<file path="config.mk">
export PLATFORM = sky130hd
export DESIGN_NAME = fetch_queue_flat
export DESIGN_NICKNAME = d
export VERILOG_FILES = /design/src/rtl/fetch_queue_if.sv /design/src/rtl/fetch_queue.sv /design/src/flat_wrapper.sv
export SDC_FILE = /design/constraint.sdc
export NUM_CORES = 1
export LEC_CHECK = 0
export BUFFER_PORTS_ARGS = -buffer_cell sky130_fd_sc_hd__buf_2
export CELL_PAD_IN_SITES_DETAIL_PLACEMENT = 0
export CELL_PAD_IN_SITES_GLOBAL_PLACEMENT = 1
export CORE_MARGIN = 1
export CORE_UTILIZATION = 45
export DETAILED_ROUTE_END_ITERATION = 8
export PLACE_DENSITY_LB_ADDON = 0.1
export SLEW_MARGIN = 30
export SYNTH_ARGS = -nofsm -noshare
export SYNTH_HDL_FRONTEND = slang
export SYNTH_SLANG_ARGS = --single-unit
export TNS_END_PERCENT = 1
</file>
<file path="constraint.sdc">
create_clock -name clk -period 18.4 [get_ports clk]
set_clock_uncertainty 0.05 [all_clocks]
set_input_delay 3.68 -clock clk [delete_from_list [all_inputs] [get_ports clk]]
set_output_delay 3.68 -clock clk [all_outputs]
set_load 0.01 [all_outputs]
</file>
<file path="src/rtl/fetch_queue_if.sv">
// Fetch-queue port bundle: the fetch-side capture, the decode-side handshake
// and the flush/overflow control, all grouped into one interface.
// master = the environment that drives fetch/decode/flush,
// slave  = the queue itself.
interface fetch_queue_if #(
  parameter int PC_W = 64
);
  logic [31:0]     in_instr;
  logic [PC_W-1:0] in_pc;
  logic            in_valid;
  logic            fetch_busy;
  logic            fetch_stall;
  logic [31:0]     out_instr;
  logic [PC_W-1:0] out_pc;
  logic            out_valid;
  logic            out_ready;
  logic            flush;
  logic            overflow;

  modport master (
    output in_instr, in_pc, in_valid, fetch_busy, out_ready, flush,
    input  fetch_stall, out_instr, out_pc, out_valid, overflow
  );

  modport slave (
    input  in_instr, in_pc, in_valid, fetch_busy, out_ready, flush,
    output fetch_stall, out_instr, out_pc, out_valid, overflow
  );
endinterface

</file>
<file path="src/rtl/fetch_queue.sv">
// Instruction fetch queue: buffers {instr, pc} pairs captured from one-cycle
// fetch pulses and hands them to decode over a valid/ready handshake.
// A redirect flush empties the queue and can arm a one-shot discard of a
// stale response still in flight.
// Optional feature macro: FETCHQ_BYPASS_EN (zero-latency pass-through when
// the queue is empty). Without it there is no path from in_* to out_*.
module fetch_queue #(
  parameter int DEPTH = 4,
  parameter int PC_W  = 64
) (
  input  logic           clk,
  input  logic           rst,
  fetch_queue_if.slave   fq
);

  localparam int            AW        = $clog2(DEPTH);
  localparam logic [AW:0]   FULL_CNT  = (AW+1)'(DEPTH);
  localparam logic [AW:0]   STALL_CNT = (AW+1)'(DEPTH - 1);
  localparam logic [AW:0]   CNT_ONE   = (AW+1)'(1);
  localparam logic [AW-1:0] PTR_ONE   = AW'(1);

  logic [31:0]     instr_mem [DEPTH];
  logic [PC_W-1:0] pc_mem    [DEPTH];

  logic [AW-1:0] wr_ptr_reg;
  logic [AW-1:0] rd_ptr_reg;
  logic [AW:0]   count_reg;
  logic          drop_next_reg;
  logic          overflow_reg;

  logic head_valid;
  logic full;
  logic accept;
  logic out_valid_c;
  logic pop_req;
  logic push_req;
  logic bypass_take;
  logic push;
  logic pop;
  logic drop;

  assign head_valid = (count_reg != '0);
  assign full       = (count_reg == FULL_CNT);
  // An incoming pulse is a candidate entry unless flushed or marked stale.
  assign accept     = fq.in_valid & ~fq.flush & ~drop_next_reg;

`ifdef FETCHQ_BYPASS_EN
  logic bypass_hit;
  // Empty queue: present the incoming pulse straight to decode.
  assign bypass_hit  = accept & ~head_valid;
  assign bypass_take = bypass_hit & fq.out_ready;
  assign out_valid_c = head_valid | bypass_hit;

  // Head data, falling back to the live input when bypassing.
  always_comb begin
    fq.out_instr = '0;
    fq.out_pc    = '0;
    if (head_valid) begin
      fq.out_instr = instr_mem[rd_ptr_reg];
      fq.out_pc    = pc_mem[rd_ptr_reg];
    end else if (bypass_hit) begin
      fq.out_instr = fq.in_instr;
      fq.out_pc    = fq.in_pc;
    end
  end
`else
  assign bypass_take = 1'b0;
  assign out_valid_c = head_valid;

  // Head data, forced to zero when the queue is empty.
  always_comb begin
    fq.out_instr = '0;
    fq.out_pc    = '0;
    if (head_valid) begin
      fq.out_instr = instr_mem[rd_ptr_reg];
      fq.out_pc    = pc_mem[rd_ptr_reg];
    end
  end
`endif

  assign pop_req  = out_valid_c & fq.out_ready & ~fq.flush;
  // A pop in the same cycle frees the slot, so a full queue still accepts.
  assign push_req = accept & (~full | pop_req);
  // A bypassed entry that decode consumes never touches storage.
  assign push     = push_req & ~bypass_take;
  assign pop      = pop_req & ~bypass_take;
  assign drop     = accept & full & ~pop_req;

  assign fq.out_valid   = out_valid_c;
  // Leave one slot free for the single response that may still be in flight.
  assign fq.fetch_stall = (count_reg >= STALL_CNT);
  assign fq.overflow    = overflow_reg;

  // Entry storage: written on push only, no reset needed.
  always_ff @(posedge clk) begin
    if (!rst && push) begin
      instr_mem[wr_ptr_reg] <= fq.in_instr;
      pc_mem[wr_ptr_reg]    <= fq.in_pc;
    end
  end

  // Pointer, occupancy, stale-drop and sticky overflow state.
  always_ff @(posedge clk) begin
    if (rst) begin
      wr_ptr_reg    <= '0;
      rd_ptr_reg    <= '0;
      count_reg     <= '0;
      drop_next_reg <= 1'b0;
      overflow_reg  <= 1'b0;
    end else if (fq.flush) begin
      wr_ptr_reg    <= '0;
      rd_ptr_reg    <= '0;
      count_reg     <= '0;
      // Stale response still owed if upstream is busy and it did not land now.
      drop_next_reg <= fq.fetch_busy & ~fq.in_valid;
    end else begin
      if (push) wr_ptr_reg <= wr_ptr_reg + PTR_ONE;
      if (pop)  rd_ptr_reg <= rd_ptr_reg + PTR_ONE;
      case ({push, pop})
        2'b10:   count_reg <= count_reg + CNT_ONE;
        2'b01:   count_reg <= count_reg - CNT_ONE;
        default: count_reg <= count_reg;
      endcase
      if (drop_next_reg && fq.in_valid) drop_next_reg <= 1'b0;
      if (drop) overflow_reg <= 1'b1;
    end
  end

endmodule

</file>
<file path="src/flat_wrapper.sv">
// flat-port wrapper written by rule: the top's interface ports become plain ports
module fetch_queue_flat 
#(
  parameter int DEPTH = 4,
  parameter int PC_W  = 64
)
  (clk, rst, fq_in_instr, fq_in_pc, fq_in_valid, fq_fetch_busy, fq_out_ready, fq_flush, fq_fetch_stall, fq_out_instr, fq_out_pc, fq_out_valid, fq_overflow);
  fetch_queue_if #(.PC_W(PC_W)) fq_i ();
  input  logic clk;
  input  logic rst;
  input wire logic [$bits(fq_i.in_instr)-1:0] fq_in_instr;
  input wire logic [$bits(fq_i.in_pc)-1:0] fq_in_pc;
  input wire logic [$bits(fq_i.in_valid)-1:0] fq_in_valid;
  input wire logic [$bits(fq_i.fetch_busy)-1:0] fq_fetch_busy;
  input wire logic [$bits(fq_i.out_ready)-1:0] fq_out_ready;
  input wire logic [$bits(fq_i.flush)-1:0] fq_flush;
  output wire logic [$bits(fq_i.fetch_stall)-1:0] fq_fetch_stall;
  output wire logic [$bits(fq_i.out_instr)-1:0] fq_out_instr;
  output wire logic [$bits(fq_i.out_pc)-1:0] fq_out_pc;
  output wire logic [$bits(fq_i.out_valid)-1:0] fq_out_valid;
  output wire logic [$bits(fq_i.overflow)-1:0] fq_overflow;
  assign fq_i.in_instr = fq_in_instr;
  assign fq_i.in_pc = fq_in_pc;
  assign fq_i.in_valid = fq_in_valid;
  assign fq_i.fetch_busy = fq_fetch_busy;
  assign fq_i.out_ready = fq_out_ready;
  assign fq_i.flush = fq_flush;
  assign fq_fetch_stall = fq_i.fetch_stall;
  assign fq_out_instr = fq_i.out_instr;
  assign fq_out_pc = fq_i.out_pc;
  assign fq_out_valid = fq_i.out_valid;
  assign fq_overflow = fq_i.overflow;
  fetch_queue #(.DEPTH(DEPTH), .PC_W(PC_W)) u_core (.clk(clk), .rst(rst), .fq(fq_i));
endmodule
</file>
Word level (Yosys, flattened, before mapping)
Memories as Yosys holds them, arrays and structs flattened. A register that Yosys moved wholly into a read port is not among the register bits.
Index checks and enable logic that the tools add are counted.
W data, S select, Z words.

cells by class
  $add $sub $neg = 4
  $lt $le $gt $ge = 1
  bitwise operators = 14
  multiplexer cells = 11
  divide/modulo/power cells = 0
  reduce and logical (&&, ||, !) cells = 8
  multipliers = 0
  eq/ne operators = 3
  shifts and indexed selects = 0

operators by type and width
  kind                   number
  $mux W64               1
  $mux W32               1
  $and A1 B1 Y1          8
  $mux W2                4
  $pmux W3 S2            1
  $not A1 Y1             5
  $add A2 B1 Y2 const B  2
  $mux W1                4
  $reduce_bool A2 Y1     2
  $add A3 B1 Y3 const B  1
  $eq A3 B3 Y1 const B   1
  $ge A3 B2 Y1 const B   1
  $reduce_bool A3 Y1     1
  $sub A3 B1 Y3 const B  1
  $eq A2 B1 Y1 const B   1
  $eq A2 B2 Y1 const B   1
  $logic_and A1 B1 Y1    2
  $reduce_and A2 Y1      1
  $reduce_or A2 Y1       1
  $logic_not A1 Y1       1
  $or A1 B1 Y1           1

word-level totals
  bits in writable memories = 384
  latch bits = 0
  memories kept = 2
  logic and storage cells = 48
  input bits = 102
  flip-flop bits (word level) = 9
  bits in read-only memories = 0
  output and inout bits = 99

memories
  name              words  bits a word  rd ports  clocked after Yosys merged registers in  wr ports  line               RTL
  u_core.pc_mem     4      64           1         1                                        1         fetch_queue.sv:23  logic [PC_W-1:0] pc_mem [DEPTH];
  u_core.instr_mem  4      32           1         1                                        1         fetch_queue.sv:22  logic [31:0] instr_mem [DEPTH];

Logic depth before layout (Yosys ltp)
Gate-level depths: netlist of run 1.

  depth after elaboration = 8
  gate-level depth with buffers = 9

Worst setup path before layout of run 1
OpenSTA, ideal clock, no wires.

  kind = input to register
  from = input fq_flush
  to = memory u_core.instr_mem[1][0] (enable)
  arrival = 11.115 ns
  path buffers = 1
  setup slack = 6.547 ns
  stages = 4
  data required time = 17.662 ns
  library setup time = 0.688 ns
  path through = nor3b_1 > nand2b_1 > buf_2 > nor3b_1

on the way
  cells in the longest elaborated chain, start to end = 7
  elaborated cells on any way between the ends = 9
  classes of those cells = mux: 2; bitwise: 6; reduce/logical: 1

ends and longest elaborated chain
  item                                                  line                                  RTL
  from (decl)                                           flat_wrapper.sv:16                    input wire logic [$bits(fq_i.flush)-1:0] fq_flush;
  $not A1 Y1 *                                          fetch_queue.sv:45, fetch_queue.sv:81
  $and A1 B1 Y1, on equally long branches               fetch_queue.sv:45, fetch_queue.sv:81
  $and A1 B1 Y1 / $or A1 B1 Y1 (equally long branches)  fetch_queue.sv:45, fetch_queue.sv:83
  $and A1 B1 Y1 *                                       fetch_queue.sv:83                     assign push_req = accept & (~full | pop_req);
  $logic_and A1 B1 Y1 *                                 fetch_queue.sv:96                     if (!rst && push) begin
  $mux W1 *                                             fetch_queue.sv:96
  $mux W1 (implied by the code) *                       fetch_queue.sv:97                     instr_mem[wr_ptr_reg] <= fq.in_instr;
  to (decl)                                             fetch_queue.sv:22

Every way passes the cells marked *; elsewhere a longest branch is shown, timed or not.

==> results of run 1 <==
==> synth_stat cells, drive strengths merged <==
cell / number / area (um^2)
nand2b: 1 / 6.26
a21o: 1 / 7.51
fa: 1 / 20.0
a21oi: 3 / 15.0
nand2: 4 / 15.0
ha: 5 / 62.6
o31ai: 1 / 7.51
nor3b: 5 / 37.5
nor2: 9 / 33.8
clkbuf: 18 / 68.8
nor4b: 1 / 8.76
dfxtp: 11 / 220
and2: 96 / 601
or3: 2 / 12.5
o311ai: 1 / 8.76
inv: 5 / 18.8
mux2i: 3 / 30.0
or2: 1 / 6.26
buf: 18 / 128
mux4: 96 / 2160
nor3: 1 / 5.00
o21ai: 1 / 5.00
edfxtp: 384 / 11500
xor2: 4 / 35.0
==> worst paths after layout <==
kind	from	endpoint	slack, ns	cells after the start
worst min register to register	u_core.wr_ptr_reg[1]	u_core.wr_ptr_reg[1]	0.47	2
worst min-delay path	u_core.wr_ptr_reg[1]	u_core.wr_ptr_reg[1]	0.47	2
worst max-delay path	flip-flop	fq_out_instr[7]	11.08	5
worst max register to register	u_core.count_reg[0]	u_core.instr_mem[2][26]	15.18	5
==> metrics by stage <==
step           hold WS [ns]  area (um^2)  util [%]
6_report              0.467        17800      54.5
5_1_grt               0.512        17800      54.5
4_1_cts               0.469        17800      54.5
3_5_place_dp          0.460        16600      50.6
3_3_place_gp          0.400        16500      50.5
2_1_floorplan         0.421        15000         -
==> cell type report <==
type,count,area [um^2]
Clock buffer,46,1040
Clock inverter,24,229
Fill cell,2617,14900
Inverter,5,18.8
Multi-Input combinational cell,236,3130
Sequential cell,395,11800
Tap cell,442,553
Timing Repair Buffer,212,1110
==> worst max-delay path, delay by kind of cell (launching register included) <==
family | cells | cell delay [ns]
simple gates | 1 | 0.21
buf+inv | 3 | 1.65
flops | 1 | 0.59
mux | 1 | 0.58
==> routing by layer <==
metal	global-route usage (%)	wire length [um]
met5	0	52
met4	4.69	535
met3	4.09	1710
met2	31.7	15500
met1	21.8	11900
==> cells by family after synthesis <==
family	share of synthesized area [%]
simple gates	4.82
buf+inv	1.43
compound gates	0.291
xor+xnor	0.233
fa+ha+maj	0.549
flops	78.1
mux	14.6
==> report_power, final <==
group / total, mW / internal, mW / switching [mW]
Clock: 0.785 / 0.464 / 0.321
Sequential: 0.997 / 0.995 / 0.00235
Combinational: 0.0597 / 0.0253 / 0.0343
Total: 1.84 / 1.48 / 0.358
==> flow_metrics.env, run 1 <==
export IMPL_status="complete, no violations"
export IMPL_drtPass1Iterations=4
export IMPL_tightest_slew_ns=0.883
export IMPL_initial_core_util_pct=46.0
export IMPL_fin_crit_sh_pct=39.8
export IMPL_ant_nets=0
export IMPL_wl_um=29700
export IMPL_die_height_um=185
export IMPL_ys_types=26
export IMPL_syn_cell_area_mm2=0.0150
export IMPL_vdd_ir_drop_worst_uv=52.4
export IMPL_fin_cells=1360
export IMPL_period_minus_slack_ns=7.32
export IMPL_worstPathArrival_ns=3.59
export IMPL_clock_sinks=395
export IMPL_wl_per_cell_um=21.8
export IMPL_fin_tns_setup_ns=0
export IMPL_n_antenna_cell=0
export IMPL_num_rows=66
export IMPL_endpoint_kind="primary output"
export IMPL_drive_above_1_share_pct=40.6
export IMPL_path_class="flip-flop to primary output"
export IMPL_clk_path_buf_depth=3
export IMPL_cpMostUsedCell="buf_4"
export IMPL_grt_pass1_wl_um=44800
export IMPL_port_buffers=200
export IMPL_setup_ws_ns=11.08
export IMPL_synthCells=672
export IMPL_critPathSlowestCell="buf_4"
export IMPL_cts_setup_buffers=0
export IMPL_rsz0062_at_grt="no"
export IMPL_grt_pass1_vias=7805
export IMPL_fmax_mhz=137
export IMPL_cts_root_buf="clkbuf_16"
export IMPL_dp_cells=1290
export IMPL_tritoncts="yes"
export IMPL_die_w_um=185
export IMPL_ys_ff_latch=395
export IMPL_largest_reg_flops=256
export IMPL_hold_class="flip-flop to flip-flop"
export IMPL_cts_made_buffers=41
export IMPL_vias_per_cell=5.29
export IMPL_clk_pin_slew_worst_paths_ns=0.06
export IMPL_max_slew_margin_pct=41.1
export IMPL_worstSkewPairLatency_ns=0.51
export IMPL_hold_violations=0
export IMPL_synth_seq_area_share_pct=78.1
export IMPL_cpPeakStageDelay_ns=0.82
export IMPL_total_leakage_power_nw=6.10
export IMPL_via_count=7190
export IMPL_cts_htree_levels=2
export IMPL_worstPathRequired_ns=14.67
export IMPL_cts_hold_buf=0
export IMPL_start_kind="flip-flop"
export IMPL_place_hpwl_um=17800
export IMPL_track_usage_pct=17.8
export IMPL_crit_chain="buf_4, buf_4, mux4_2, and2_1, buf_2"
export IMPL_crit_path_max_fanout=43
export IMPL_setup_viol=0
export IMPL_grt_max_degree=71
export IMPL_ioPinCount=201
export IMPL_fin_nets=999
export IMPL_power_density_mw_per_mm2=103
export IMPL_mostFrequentLayoutCells="384 x edfxtp_1, 200 x buf_2, 96 x mux4_2, 96 x and2_1, 41 x clkbuf_16"
export IMPL_dieArea_mm2=0.0342
export IMPL_pre_cts_slack_ns=11.44
export IMPL_antenna_found_initial=6
export IMPL_remaining_drc_errors=0
export IMPL_ctsResizeCount=0
export IMPL_synth_avg_cell_area_um2=22.4
export IMPL_coreArea_mm2=0.0327
export IMPL_maxSlewViolCount=0
export IMPL_drv_cap=0
export IMPL_layout_commonest_cell="edfxtp_1"
export IMPL_total_power_mw=1.84
export IMPL_gp_congestion=0.728
export IMPL_syn_nets=780
export IMPL_grt_ovfl_total=0
export IMPL_first_iter_violations=337
export IMPL_yosys_warnings=0
export IMPL_synthToLayoutAreaGrowth_pct=18.5
No activity file was read; power rests on OpenSTA's default activity.
==> run 2: changes to the inputs <==
==> constraint.sdc (replaced) <==
create_clock -name clk -period 6.85 [get_ports clk]
set_clock_uncertainty 0.05 [all_clocks]
set_input_delay 1.37 -clock clk [delete_from_list [all_inputs] [get_ports clk]]
set_output_delay 1.37 -clock clk [all_outputs]
set_load 0.01 [all_outputs]
==> flow_metrics.env, run 2 (synthesis gave the netlist of run 1 again) <==
export IMPL_grt_pass1_vias=7807
export IMPL_use_met2_pct=29.7
export IMPL_status="complete, no violations"
export IMPL_crit_path_end="fq_out_pc[11]"
export IMPL_first_iter_violations=425
export IMPL_multi_input_area_mm2=0.00311
export IMPL_busiest_layer="met2"
export IMPL_ant_nets=0
export IMPL_reg2reg_to="u_core.pc_mem[3][6]"
export IMPL_fmax_mhz=231
export IMPL_die_height_um=185
export IMPL_initial_core_util_pct=46.0
export IMPL_holdWs_ns=0.452
export IMPL_seqCellArea_mm2=0.0118
export IMPL_use_met3_pct=4.97
export IMPL_endpoint_kind="primary output"
export IMPL_maxSlewViolCount=0
export IMPL_fill_cells=2602
export IMPL_hold_class="flip-flop to flip-flop"
export IMPL_fin_nets=995
export IMPL_antenna_found_initial=9
export IMPL_layout_commonest_cell="edfxtp_1"
export IMPL_final_util_pct=54.9
export IMPL_setup_viol=0
export IMPL_die_w_um=185
export IMPL_cts_htree_levels=2
export IMPL_r2r_start="u_core.count_reg[1]"
export IMPL_design_area_mm2=0.0179
export IMPL_tightest_slew_ns=0.885
export IMPL_max_slew_margin_pct=41.0
export IMPL_clock_sinks=395
export IMPL_total_leakage_power_nw=6.13
export IMPL_drive_above_1_share_pct=40.0
export IMPL_fin_crit_sh_pct=63.3
export IMPL_via_count=7084
export IMPL_power_density_mw_per_mm2=282
export IMPL_cts_root_buf="clkbuf_16"
export IMPL_place_hpwl_um=16200
export IMPL_dieArea_mm2=0.0342
export IMPL_port_buffers=200
export IMPL_remaining_drc_errors=0
export IMPL_gp_congestion=0.730
export IMPL_cts_hold_buf=0
export IMPL_period_minus_slack_ns=4.33
export IMPL_rsz0062_at_grt="no"
export IMPL_fin_tns_setup_ns=0
export IMPL_worstPathRequired_ns=5.43
export IMPL_place_area_mm2=0.0166
export IMPL_largest_reg_flops=256
export IMPL_num_rows=66
export IMPL_grt_max_degree=89
export IMPL_worstPathArrival_ns=2.91
export IMPL_vdd_ir_drop_worst_uv=275
export IMPL_cts_made_buffers=42
export IMPL_start_kind="flip-flop"
export IMPL_ff2ff_setup_slack_ns=4.05
export IMPL_ctsResizeCount=0
export IMPL_worstSkewPairLatency_ns=0.52
export IMPL_grt_pass1_wl_um=44400
export IMPL_clk_path_buf_depth=3
export IMPL_drv_cap=0
export IMPL_ioPinCount=201
export IMPL_wl_per_cell_um=21.1
export IMPL_coreArea_mm2=0.0327
export IMPL_cts_setup_buffers=0
export IMPL_mostFrequentLayoutCells="384 x edfxtp_1, 200 x buf_2, 96 x mux4_2, 96 x and2_1, 45 x clkbuf_16"
export IMPL_tritoncts="yes"
export IMPL_grt_ovfl_total=0
export IMPL_crit_path_max_fanout=57
export IMPL_synthToLayoutAreaGrowth_pct=19.3
export IMPL_wl_um=28900
export IMPL_grt_use_met1_pct=22.3
export IMPL_hold_violations=0
export IMPL_vias_per_cell=5.19
export IMPL_drtPass1Iterations=4
export IMPL_clk_pin_slew_worst_paths_ns=0.06
export IMPL_path_class="flip-flop to primary output"
export IMPL_reg2regPathDepth=4
export IMPL_track_usage_pct=17.5
run 2: worst min path at each step:
stage                              start                   end  cells after the start
global route          u_core.fq.overflow    u_core.fq.overflow                      2
detailed placement    u_core.fq.overflow    u_core.fq.overflow                      2
global placement      u_core.fq.overflow    u_core.fq.overflow                      2
finish                u_core.fq.overflow    u_core.fq.overflow                      2
floorplan           u_core.wr_ptr_reg[1]  u_core.wr_ptr_reg[1]                      2
CTS                   u_core.fq.overflow    u_core.fq.overflow                      2
run 2: where the power goes:
part | internal [mW] | switching [mW]
combinational | 0.0683 | 0.0888
sequential | 2.67 | 0.00632
clock | 1.36 | 0.861
run 2: worst max-delay path, cell delays in order (launching register included):
cell and delay [ns]:
dfxtp_4 0.93, buf_4 0.66, mux4_2 0.41, and2_1 0.19, buf_2 0.15
run 2: cell type report:
| class | count | share of cell area, % |
|---|---|---|
| inverters | 5 | 0.105 |
| flip-flops and latches | 395 | 65.5 |
| clock inverters | 20 | 1.05 |
| multi-input cells | 236 | 17.3 |
| diodes | 5 | 0.0697 |
| clock buffers | 56 | 6.62 |
| well taps | 442 | 3.08 |
| repair buffers | 207 | 6.22 |
run 2: per-layer routing:
layer / routed length (um) / part of all wire [%]
met1: 12100 / 42
met2: 14400 / 50
met3: 1860 / 6.4
met4: 475 / 1.6
met5: 50 / 0.17
run 2: metrics by stage:
| step | setup slack [ns] | cells | total power, mW |
|---|---|---|---|
| after floorplan | -2.69 | 672 | 2.81 |
| after global placement | 2.80 | 1285 | 2.88 |
| after detailed placement | 2.85 | 1285 | 2.89 |
| after CTS | 2.41 | 1361 | 5.12 |
| after global routing | 2.35 | 1361 | 5.23 |
| final | 2.52 | 1366 | 5.06 |
